===== src/rtl/ext_com_rx.sv =====
// ext_com_rx: serial frame receiver for the board-to-board link.
// Recovers bytes, acks good frames and counts them for the display.
module ext_com_rx #(
    parameter int CLKS_PER_BIT = 4,
    parameter int DATA_W       = 8
) (
    input  logic              clk,
    input  logic              reset,
    input  logic              rx_in,
    output logic [DATA_W-1:0] rx_data,
    output logic              rx_valid,
    output logic              ack_out,
    output logic              frame_err,
    output logic [7:0]        rx_count,
    output logic [2:0]        state_rx
);

    localparam int CW = $clog2(CLKS_PER_BIT + 1);
    localparam int BW = $clog2(DATA_W + 1);

    localparam logic [CW-1:0] HALF_END = CW'(CLKS_PER_BIT / 2 - 1);
    localparam logic [CW-1:0] BIT_END  = CW'(CLKS_PER_BIT - 1);
    localparam logic [CW-1:0] ACK_END  = CW'(CLKS_PER_BIT);
    localparam logic [BW-1:0] BIT_LAST = BW'(DATA_W - 1);

    typedef enum logic [2:0] {
        S_IDLE  = 3'd0,
        S_START = 3'd1,
        S_DATA  = 3'd2,
        S_STOP  = 3'd3,
        S_ACK   = 3'd4,
        S_BREAK = 3'd5
    } state_t;

    state_t            state, state_n;
    logic              sync1, rx_s;
    logic [CW-1:0]     cyc, cyc_n;
    logic [BW-1:0]     bits, bits_n;
    logic [DATA_W-1:0] shift, shift_n;
    logic [DATA_W-1:0] data_n;
    logic [7:0]        count_n;
    logic              valid_n, err_n, ack_n;

    always_ff @(posedge clk or negedge reset) begin
        if (!reset) begin
            sync1 <= 1'b1;
            rx_s  <= 1'b1;
        end else begin
            sync1 <= rx_in;
            rx_s  <= sync1;
        end
    end

    always_ff @(posedge clk or negedge reset) begin
        if (!reset) begin
            state     <= S_IDLE;
            cyc       <= '0;
            bits      <= '0;
            shift     <= '0;
            rx_data   <= '0;
            rx_valid  <= 1'b0;
            frame_err <= 1'b0;
            ack_out   <= 1'b0;
            rx_count  <= '0;
        end else begin
            state     <= state_n;
            cyc       <= cyc_n;
            bits      <= bits_n;
            shift     <= shift_n;
            rx_data   <= data_n;
            rx_valid  <= valid_n;
            frame_err <= err_n;
            ack_out   <= ack_n;
            rx_count  <= count_n;
        end
    end

    always_comb begin
        state_n = state;
        cyc_n   = cyc;
        bits_n  = bits;
        shift_n = shift;
        data_n  = rx_data;
        count_n = rx_count;
        valid_n = 1'b0;
        err_n   = 1'b0;
        ack_n   = 1'b0;
        unique case (state)
            S_IDLE: begin
                if (!rx_s) begin
                    state_n = S_START;
                    cyc_n   = '0;
                end
            end
            S_START: begin
                if (cyc == HALF_END) begin
                    cyc_n   = '0;
                    bits_n  = '0;
                    state_n = rx_s ? S_IDLE : S_DATA;
                end else begin
                    cyc_n = cyc + 1'b1;
                end
            end
            S_DATA: begin
                if (cyc == BIT_END) begin
                    cyc_n   = '0;
                    shift_n = {rx_s, shift[DATA_W-1:1]};
                    bits_n  = bits + 1'b1;
                    if (bits == BIT_LAST) begin
                        state_n = S_STOP;
                    end
                end else begin
                    cyc_n = cyc + 1'b1;
                end
            end
            S_STOP: begin
                if (cyc == BIT_END) begin
                    cyc_n = '0;
                    if (rx_s) begin
                        data_n  = shift;
                        valid_n = 1'b1;
                        count_n = rx_count + 8'd1;
                        state_n = S_ACK;
                    end else begin
                        err_n   = 1'b1;
                        state_n = S_BREAK;
                    end
                end else begin
                    cyc_n = cyc + 1'b1;
                end
            end
            // First ACK cycle carries rx_valid; ack_out follows for one bit.
            S_ACK: begin
                if (cyc == ACK_END) begin
                    cyc_n   = '0;
                    state_n = S_IDLE;
                end else begin
                    cyc_n = cyc + 1'b1;
                    ack_n = 1'b1;
                end
            end
            S_BREAK: begin
                if (rx_s) begin
                    state_n = S_IDLE;
                end
            end
            default: begin
                state_n = S_IDLE;
            end
        endcase
    end

    assign state_rx = state;

endmodule


===== config.mk =====
export PLATFORM = sky130hd
export DESIGN_NAME = ext_com_rx
export DESIGN_NICKNAME = d
export VERILOG_FILES = /design/src/rtl/ext_com_rx.sv
export SDC_FILE = /design/constraint.sdc
export NUM_CORES = 1
export LEC_CHECK = 0
export CAP_MARGIN = 15
export CORE_ASPECT_RATIO = 0.8
export CORE_MARGIN = 10
export CORE_UTILIZATION = 45
export DETAILED_ROUTE_END_ITERATION = 16
export DONT_BUFFER_PORTS = 1
export SLEW_MARGIN = 25
export SYNTH_ARGS = -nofsm -noshare
export SYNTH_HDL_FRONTEND = slang
export SYNTH_SLANG_ARGS = --single-unit

===== constraint.sdc =====
create_clock -name clk -period 2.2 [get_ports clk]
set_input_delay 0.44 -clock clk [delete_from_list [all_inputs] [get_ports clk]]
set_output_delay 0.44 -clock clk [all_outputs]
set_load 0.05 [all_outputs]

After elaboration in Yosys (flattened, before gate mapping)
Cells that the tools add are included.
{"block": "op_classes", "add_sub_neg": 3, "mul": 0, "n_div": 0, "n_lt_le_gt_ge": 0, "n_eq_ne": 16, "shift": 0, "muxes": 26, "n_bitwise": 0, "n_reduce_logical": 9}
{"operator": "3-bit two-way mux", "n": 11}
{"operator": "3-bit one-hot mux with 6 select lines", "n": 1}
{"operator": "2-bit != test, second input constant", "n": 7}
{"operator": "3-bit one-hot mux with 4 select lines", "n": 1}
{"operator": "3-bit by 2-bit equality test with 1-bit output, second input constant", "n": 3}
{"operator": "3-bit equality test, second input constant", "n": 3}
{"operator": "1-bit two-way mux", "n": 9}
{"operator": "8-bit by 1-bit adder with 8-bit output, second input constant", "n": 1}
{"operator": "4-bit two-way mux", "n": 2}
{"operator": "4-bit one-hot mux with 2 select lines", "n": 1}
{"operator": "7-bit AND reduction", "n": 1}
{"operator": "3-bit by 1-bit equality test with 1-bit output, second input constant", "n": 2}
{"operator": "3-bit AND reduction", "n": 2}
{"operator": "4-bit by 1-bit adder with 4-bit output, second input constant", "n": 1}
{"operator": "4-bit by 3-bit equality test with 1-bit output, second input constant", "n": 1}
{"operator": "2-bit AND reduction", "n": 2}
{"operator": "4-bit nonzero test", "n": 1}
{"operator": "3-bit by 1-bit adder with 3-bit output, second input constant", "n": 1}
{"operator": "3-bit logical NOT", "n": 1}
{"operator": "2-bit two-way mux", "n": 1}
{"operator": "2-bit nonzero test", "n": 1}
{"operator": "2-bit OR reduction", "n": 1}
{"block": "totals", "ff_bits": 39, "latchBits": 0, "ram_bits": 0, "rom_bits": 0, "output_inout_bits": 22, "word_cells": 65, "n_memories": 0}

Depth between registers and ports, before layout
Gate-level depths: netlist of run 1.
{"block": "logic_depth", "depth_word": 4, "depth_mapped": 7, "mapped_depth_nobuf": 6}

Worst setup path before layout of run 1
OpenSTA, ideal clock, no wires.
{"block": "synth_timing", "kind": "flip-flop to flip-flop", "start": "register state[0] (netlist: state_rx[0])", "end": "register rx_count[1]", "t_arrival_ps": 1635, "t_required_ps": 2075, "slack_ps": 440, "stages_incl_launch_ff": 5, "n_path_buf": 1, "period_less_slack_ps": 1760, "path_cell_list": "dfrtp_1 -> nand4b_2 -> nor2_4 -> buf_6 -> mux2_2"}
{"block": "synth_via", "elab_chain_len": 2}
{"element": "start: declaration", "line_no": "35", "text": "state_t state, state_n;"}
{"element": "start signal: assignment", "line_no": "66", "text": "state <= state_n;"}
{"element": "3-bit by 2-bit equality test with 1-bit output", "line_no": "88", "text": "unique case (state)"}
{"element": "3-bit AND reduction (no line)"}
{"element": "end signal: assignment", "line_no": "74", "text": "rx_count <= count_n;"}
{"element": "end: declaration", "line_no": "14", "text": "output logic [7:0] rx_count,"}
No other way between the ends.
A chain may end at the register's enable or synchronous reset.

Final worst setup path of run 1
{"block": "layout_timing", "start": "register cyc[0]", "end": "register rx_data[0]"}
{"block": "layout_via", "elab_chain_len": 2}
{"element": "start: declaration", "line_no": "37", "text": "logic [CW-1:0] cyc, cyc_n;"}
{"element": "start signal: assignment", "line_no": "67", "text": "cyc <= cyc_n;"}
{"element": "3-bit by 2-bit equality test with 1-bit output", "line_no": "117", "text": "if (cyc == BIT_END) begin"}
{"element": "3-bit AND reduction (no line)"}
{"element": "end signal: assignment", "line_no": "70", "text": "rx_data <= data_n;"}
{"element": "end: declaration", "line_no": "10", "text": "output logic [DATA_W-1:0] rx_data,"}
No other way between the ends.

==> impl.org, run 1 <==
** Clock network
- TritonCTS built the clock tree.
- The clock passes through at most 2 buffers.
- For the worst-skew pair, the clock arrives at the later sink with an insertion delay of 280 ps.
- CTS built an H-tree with a depth of 2.
- CTS buffer count :: 5
- Number of buffers added for setup after CTS :: 0
- Clock-pin slew was measured on the worst setup and hold paths at 60 ps.
- Clock tree synthesis selected as its root buffer the cell sky130_fd_sc_hd__clkbuf_8.
- CTS Sinks :: 39

** Logic synthesis
- Synthesis produced ~150 cells.
- In this run, synthesis inferred 0 flip-flops with an integrated enable.
- Share of synthesized area occupied by flip-flops and latches :: a little over half
- A synthesized cell averages 12.4 sq um.
- The most used flip-flop cell after synthesis is sky130_fd_sc_hd__dfrtp_1.
- Flops & latches, synth :: 39
- Syn Nets :: 160
- Number of different library cells in the post-synthesis netlist :: 37
- For this run, asynchronously set or reset flops after synthesis account for between 90% and 100%.
- Total standard cell area after synthesis :: 0.00185 sq mm
- During synthesis, Yosys emitted a total of 0 warnings.

** Floorplanning
- The floorplan step defined a die boundary enclosing a little over 0.007 sq mm.
- Effective utilization at floorplan :: a little under half
- The floorplan step set the die width to 91.6 um.
- Count of standard-cell rows :: 20
- Chip Height :: a little under 80 um
- Count of boundary I/O pins :: 25
- CORE AREA :: 0.00388 sq mm

** STA
- Final setup violation count :: 0
- Part of the cycle the worst path needs :: a little under 90%
- Highest Clock Rate :: 524 MHz
- Pin slew with the least headroom to its limit :: 596 ps
- In the final timing run, aggregate negative setup slack is 0 ps.
- Setup repair after global routing missed its margin :: false
- The final number of max-transition violations is 0.
- Time the final worst path needs with I/O delays and setup :: between 1500 and 2000 ps
- Across the routed clock network, the largest skew measured is 9.09 ps.
- Max-slew headroom at the worst pin :: 60.3%
- Total count of hold-check failures in the final report :: 0

** Critical path
- Across all register-to-register paths, the minimum setup slack is 290 ps.
- The worst setup path is of the reg2reg kind.
- Crit Reg-Reg Endpoint :: rx_data[0]
- The critical path ends at rx_data[0].
- STA puts the critical path data required time at 2360 ps.
- Largest stage delay, worst path :: roughly 400 ps
- CP cell instances :: ha_1 -> ha_1 -> nand4b_2 -> nor2_4 -> mux2_2
- For the worst flop-to-flop path, the logic depth is 5.
- Worst Setup SP :: cyc[0]
- Largest fanout on the critical path :: 14
- Nature of the critical path startpoint :: register
- The largest individual stage delay along the critical path comes from the cell sky130_fd_sc_hd__nor2_4.
- Counting stages on the worst path, the most repeated cell is sky130_fd_sc_hd__ha_1.
- Endpoint type of the worst setup path :: register
- STA puts the critical path data arrival time at 2070 ps.
- FF-to-FF Start :: cyc[0]

** Place
- After detailed placement, the total cell area comes to 0.00193 sq mm.
- Routability-driven placement finished with a final weighted congestion of 0.797.
- Number of port buffers :: 0
- Placed wire-length estimate after detailed placement :: 2420 um

** Power and ir drop
- Sequential cells burn 46.8% of the power.
- Total power :: 2540 uW
- Power density cells :: 1240 mW/mm^2
- The clock network is responsible for roughly a fifth of the overall power.
- The internal portion of the total power is 1500 uW.
- Of the total power, the share spent switching nets is 41.0%.
- IR Drop Worst-Case VDD :: 0.504 mV
- The analysis attributes to net switching a power of around 1000 uW.
- In this run the static leakage power is 0.000946 uW.
- Combinational logic is responsible for between 30% and 40% of the overall power.

** Route
- After the first detailed-routing iteration, the DRC count stood at 106.
- The pre-antenna-repair detailed-routing pass consisted of 4 iterations.
- Number of remaining DRC errors :: 0
- After detailed routing, the average wire length per cell comes to 15.8 um.
- In this run the remaining antenna-violating nets after routing total 0.
- Across all layers, the routed design uses 1142 vias.
- After detailed routing, the number of vias per cell comes to 5.31.
- Final wirelength :: around 3400 um

** Cells and area
- Most common cell after layout, fill and taps aside :: sky130_fd_sc_hd__dfrtp_1
- Top library cells by usage in the layout, fill and taps aside :: sky130_fd_sc_hd__dfrtp_1 (37), sky130_fd_sc_hd__mux2_2 (18), sky130_fd_sc_hd__inv_1 (8), sky130_fd_sc_hd__nand2_1 (8), sky130_fd_sc_hd__ha_1 (8)
- 0 antenna diodes ended up in the layout.
- Signed area change from the synthesized netlist to the final layout :: 10.8%
- For this run, the post-layout net count is 171.
- Proportion of layout cells with a drive suffix above 1 :: between 20% and 30%
- The filler cells instantiated in the layout total about 350.
- Total non-filler cell area in the finished layout :: 0.00204 sq mm

** Global routing
- For this run, global-route usage on met2 was measured as 14.7%.
- For this run, global-route usage on met3 was measured as 4.96%.
- Global routing usage summed across all routing layers :: 10.3%
- The number of antenna violations at the first check in global routing came to 0.
- Peak-usage layer in the global routing report :: met2
- Via count of the first global-routing pass :: 1184
- Total global routing overflow :: 0
- Global-route track usage on met1 :: 13.2%
- Wire length of the first global-routing pass :: 5950 um
- Entering global routing, the biggest net connects 38 pins.

** Run status
- The run finished with clean final reports.

** Run
- Max Cap Violations :: 0

** Worst hold path
- The min-delay analysis places its worst path in the category in2reg.
[worst max-delay path, delay by kind of cell (launching register included)]
kind / cells / cell delay, ps
adders and majority gates: 2 / 440
DFF: 1 / 380
muxes: 1 / 380
and+or+nand+nor: 2 / 590
[power groups by stage]
| stage | clock [uW] | sequential (uW) | combinational, uW |
|---|---|---|---|
| global route | 528 | 1220 | 975 |
| floorplan | 0 | 1260 | 602 |
| finish | 473 | 1190 | 878 |
| global placement | 0 | 1200 | 840 |
| detailed placement | 0 | 1200 | 868 |
| CTS | 493 | 1190 | 890 |
[what timing repair did]
item                                   CTS  global route
endpoints found under the hold margin   37             0
hold buffers                             2             0
gates resized for setup                  0             0
[worst min-delay path by stage]
| stage | from | to | slack [ps] | cells after the start |
|---|---|---|---|---|
| 5_1_grt | rx_in | sync1 | 130 | 0 |
| 6_report | rx_in | sync1 | 160 | 0 |
| 3_5_place_dp | reset | rx_count[5] | 150 | 0 |
| 4_1_cts | rx_in | sync1 | 150 | 0 |
| 3_3_place_gp | reset | bits[1] | 150 | 0 |
| 2_1_floorplan | reset | ack_out | 140 | 0 |
[flip-flops by register name, summed over array words and instances, names as in the netlist]
name       cells
frame_err      1
cyc            3
ack_out        1
state_rx       3
rx_valid       1
shift          8
sync1          1
rx_count       8
bits           4
rx_data        8
rx_s           1
[cell families (layout without fill, tap and decap cells)]
family / after synthesis / after routing / synth area share (%)
xor gates and xnor gates: 7 / 7 / 3.32
muxes: 18 / 18 / 11.0
buffers and inverters: 12 / 23 / 3.39
DFF: 39 / 39 / 53.0
adders and majority gates: 8 / 8 / 5.42
AOI/OAI and AO/OA: 23 / 23 / 8.68
and+or+nand+nor: 42 / 42 / 15.2
[routing by layer]
layer  part of all wire [%]  wire [um]
met5                      0          0
met4                    1.1         36
met3                    9.1        309
met2                     43       1470
met1                     46       1580
[synth_stat cells, types with 3 or more instances]
master                     number  area [sq um]
sky130_fd_sc_hd__xnor2_1        5          43.8
sky130_fd_sc_hd__o21ai_0        7          35.0
sky130_fd_sc_hd__nor2b_1        7          43.8
sky130_fd_sc_hd__a21oi_1        4          20.0
sky130_fd_sc_hd__inv_1          8          30.0
sky130_fd_sc_hd__mux2_2        18           203
sky130_fd_sc_hd__nand4_1        3          18.8
sky130_fd_sc_hd__ha_1           8           100
sky130_fd_sc_hd__dfrtp_1       37           926
sky130_fd_sc_hd__nand2_1        8          30.0
sky130_fd_sc_hd__nand2b_1       5          31.3
sky130_fd_sc_hd__nand3_1        4          20.0
[layout make-up]
cell class              count  area (sq um)  area share, %
flip-flops and latches     39           978           47.9
multi-input cells          98           805           39.4
clock buffers               6          82.6           4.04
repair buffers              8          75.1           3.67
well taps                  55          68.8           3.37
inverters                   8          30.0           1.47
clock inverters             1          5.00          0.245
[per-stage QoR]
| step | hold WS (ps) | instances | setup slack (ps) | utilization (%) |
|---|---|---|---|---|
| global route | 135 | 215 | 122 | 52.7 |
| CTS | 146 | 215 | 277 | 52.7 |
| finish | 156 | 215 | 291 | 52.7 |
| global placement | 146 | 206 | 384 | 49.7 |
| detailed placement | 146 | 206 | 281 | 49.7 |
| floorplan | 144 | 149 | 440 | - |
Note: power is estimated with default switching activity, not from simulation.
==> run 2: changes to the inputs <==
HOLD_SLACK_MARGIN = 0.1   (was unset)
==> run 2 against run 1 <==
- count of clock-buffer cells in the layout stayed put
- die area is the same
- clock power about the same
==> impl.org, run 2 (same netlist as run 1, synthesis figures left out) <==
** Run status
- The run finished with clean final reports.

** Cells and area
- Final Non-Filler Cells :: 215 (unchanged)
- Most common cell after layout, fill and taps aside :: sky130_fd_sc_hd__dfrtp_1
- Largest regs :: rx_count x8, rx_data x8, shift x8
- The layout cell share with drive strength beyond 1 is 25.0% (unchanged).
- Top library cells by usage in the layout, fill and taps aside :: sky130_fd_sc_hd__dfrtp_1 (37), sky130_fd_sc_hd__mux2_2 (18), sky130_fd_sc_hd__inv_1 (8), sky130_fd_sc_hd__nand2_1 (8), sky130_fd_sc_hd__ha_1 (8)
- Fillers :: 348 (unchanged)
- The final instance area came to 0.00204 sq mm (unchanged).
- The final core utilization was 52.7% (unchanged).
- Diode count :: 0 (unchanged)
- Net count of the finished layout :: 171 (unchanged)
- The growth of design area from synthesis to finish was 10.8% (unchanged).

** Power and ir drop
- IR Drop Worst-Case VDD :: 0.503 mV (about the same)
- The total power per unit cell area came to 1240 mW/mm^2 (about the same).
- Leakage dissipation :: 0.000946 uW (unchanged)

** Critical path
- Slowest library cell on the worst path :: sky130_fd_sc_hd__nor2_4
- CP cell instances :: ha_1 -> ha_1 -> nand4b_2 -> nor2_4 -> mux2_2
- The critical path is of the reg2reg type.
- CP bufs+invs :: 0 (unchanged)
- Nature of the critical path startpoint :: register
- The arrival time of data at the critical path endpoint came to 2070 ps (about the same).
- The delay of the slowest cell on the worst path came to 390 ps (about the same).
- Endpoint type of the worst setup path :: register
- Required time at the endpoint of the critical path :: 2360 ps (about the same)
- Among cell families on the critical path, the largest total delay comes from simple AND/OR/NAND/NOR gates.
- The highest net fanout along the worst path came to 14 (unchanged).
- By instance count, the cell type seen most on the critical path is sky130_fd_sc_hd__ha_1.

** Floorplanning
- Die span in x :: 91.6 um (unchanged)
- Count of standard-cell rows :: 20 (unchanged)
- The die boundary height is 77.3 um (unchanged).
- CORE AREA :: 0.00388 sq mm (unchanged)
- Effective utilization at floorplan :: 47.6% (unchanged)
- Count of boundary I/O pins :: 25 (unchanged)
- Die area :: 0.00708 sq mm (unchanged)

** Global routing
- The first-pass GRT wire length came to 5870 um (-1.4%).
- The via count of the first global-routing pass came to 1176 (-0.68%).
- Global routing usage summed across all routing layers :: 10.1% (-0.18 points)
- The maximum number of pins on one net before global-route repair came to 40 (+5.3%).
- The remaining global-route overflow is 0 (unchanged).
- Number of antenna violations at the first check in global routing :: 0 (unchanged)

** Clock network
- TritonCTS built the clock tree.
- The clock-pin transition on the worst setup and hold timing paths is 60 ps (about the same).
- Clock buffer depth :: 2 (unchanged)
- The clock latency on the worst-skew pair is 280 ps (about the same).
- In this run the clock root is driven by a sky130_fd_sc_hd__clkbuf_8.
- Post-cts gate resize count :: 0 (unchanged)
- Level count of the clock H-tree :: 2 (unchanged)
- CTS Sinks :: 39 (unchanged)
- CTS buffer count :: 5 (unchanged)

** Route
- The length of the first detailed-routing pass in iterations is 4 (unchanged).
- Via count :: 1146 (+0.35%)
- Iter 0 DRT Violations :: 81 (-24%)
- Final wirelength :: 3330 um (-1.9%)
- Wire length per cell :: 15.5 um (-1.9%)
- The number of remaining DRC errors was 0 (unchanged).
- The number of antenna-violating nets in the routed design was 0 (unchanged).
- Vias per std cell :: 5.33 (+0.35%)

** STA
- Highest Clock Rate :: 523 MHz (about the same)
- The number of endpoints failing setup at the final stage was 0 (unchanged).
- Pin slew with the least headroom to its limit :: 589 ps (-7.11 ps)
- The largest clock skew in the final design was 8.89 ps (-0.205 ps).
- Time the final worst path needs with I/O delays and setup :: 1910 ps (+1.78 ps)
- Setup repair after global routing missed its margin :: false
- The final setup slack of the worst path was 289 ps (-1.78 ps).
- The final-report hold violation count came to 0 (unchanged).
- The fraction of the cycle the final worst path needs is 86.8% (about the same).
- Max-slew headroom at the worst pin :: 60.7% (+0.47 points)
- Sum Neg Setup Slack :: 0 ps (unchanged)
- Number of pins with negative max-slew slack in the final report :: 0 (unchanged)

** Place
- Placed wire-length estimate after detailed placement :: 2420 um (unchanged)
- The placed cell count is 206 (unchanged).
- Placed cell areas :: 0.00193 sq mm (unchanged)
- The setup slack at placement was 281 ps (unchanged).
- Number of port buffers :: 0 (unchanged)
- The routability congestion estimate from global placement came to 0.797 (unchanged).

** Worst hold path
- Tightest Hold Check Type :: in2reg

** Run
- The number of maximum-capacitance constraint violations is 0 (unchanged).
-- run 2: cell counts in the layout (fill, tap and decap cells not counted) --
No cell type changed its count.
-- run 2: metrics by stage --
step                hold WS [ps]  total power (uW)
floorplan                    144              1860
global placement             146              2040
detailed placement           146              2070
CTS                          146              2570
global route                 135              2730
finish                       156              2540
-- run 2: routing by layer --
metal,global-route usage [%],up-vias,share of wire [%]
met5,0,-,0
met4,3.28,0,1.1
met3,4.96,5,7.9
met2,14.6,32,44
met1,12.7,560,47
li1,-,549,-
-- run 2: power by group --
part	internal (uW)	total (uW)	switching (uW)	leakage [uW]
Sequential	868	1190	319	0.000518
Combinational	386	879	494	0.000381
Clock	246	472	226	0.0000470
Total	1500	2540	1040	0.000946
-- run 2: path summary, 6_finish.rpt --
kind | from | end | slack, ps | depth (start not counted)
worst max-delay path | cyc[0] | rx_data[0] | 290 | 5
worst min register to register | sync1 | rx_s | 360 | 0
worst min-delay path | rx_in | sync1 | 160 | 0
worst max register to register | cyc[0] | rx_data[0] | 290 | 5
max in group asynchronous | reset | rx_s | 1330 | 2
min in group asynchronous | reset | rx_count[5] | 610 | 2
-- run 2: repair_timing --
| item | 4_1_cts | 5_1_grt |
|---|---|---|
| endpoints found under the hold margin | 39 | 0 |
| hold buffers | 2 | 0 |
| endpoints found under the setup margin | 0 | 0 |
| setup buffers | 0 | 0 |
-- run 2: cell type report --
class	count	area [sq um]	area share, %
multi-input combinational	98	805	39.4
clock buffer	6	82.6	4.04
timing repair buffer	8	75.1	3.67
clock inverter	1	5.00	0.245
tap	55	68.8	3.37
inverter	8	30.0	1.47
sequential	39	978	47.9
-- run 2: worst reg2reg max path, stage by stage, from the launching register on --
cell	delay [ps]
sky130_fd_sc_hd__dfrtp_1	380
sky130_fd_sc_hd__ha_1	200
sky130_fd_sc_hd__ha_1	240
sky130_fd_sc_hd__nand4b_2	200
sky130_fd_sc_hd__nor2_4	390
sky130_fd_sc_hd__mux2_2	390
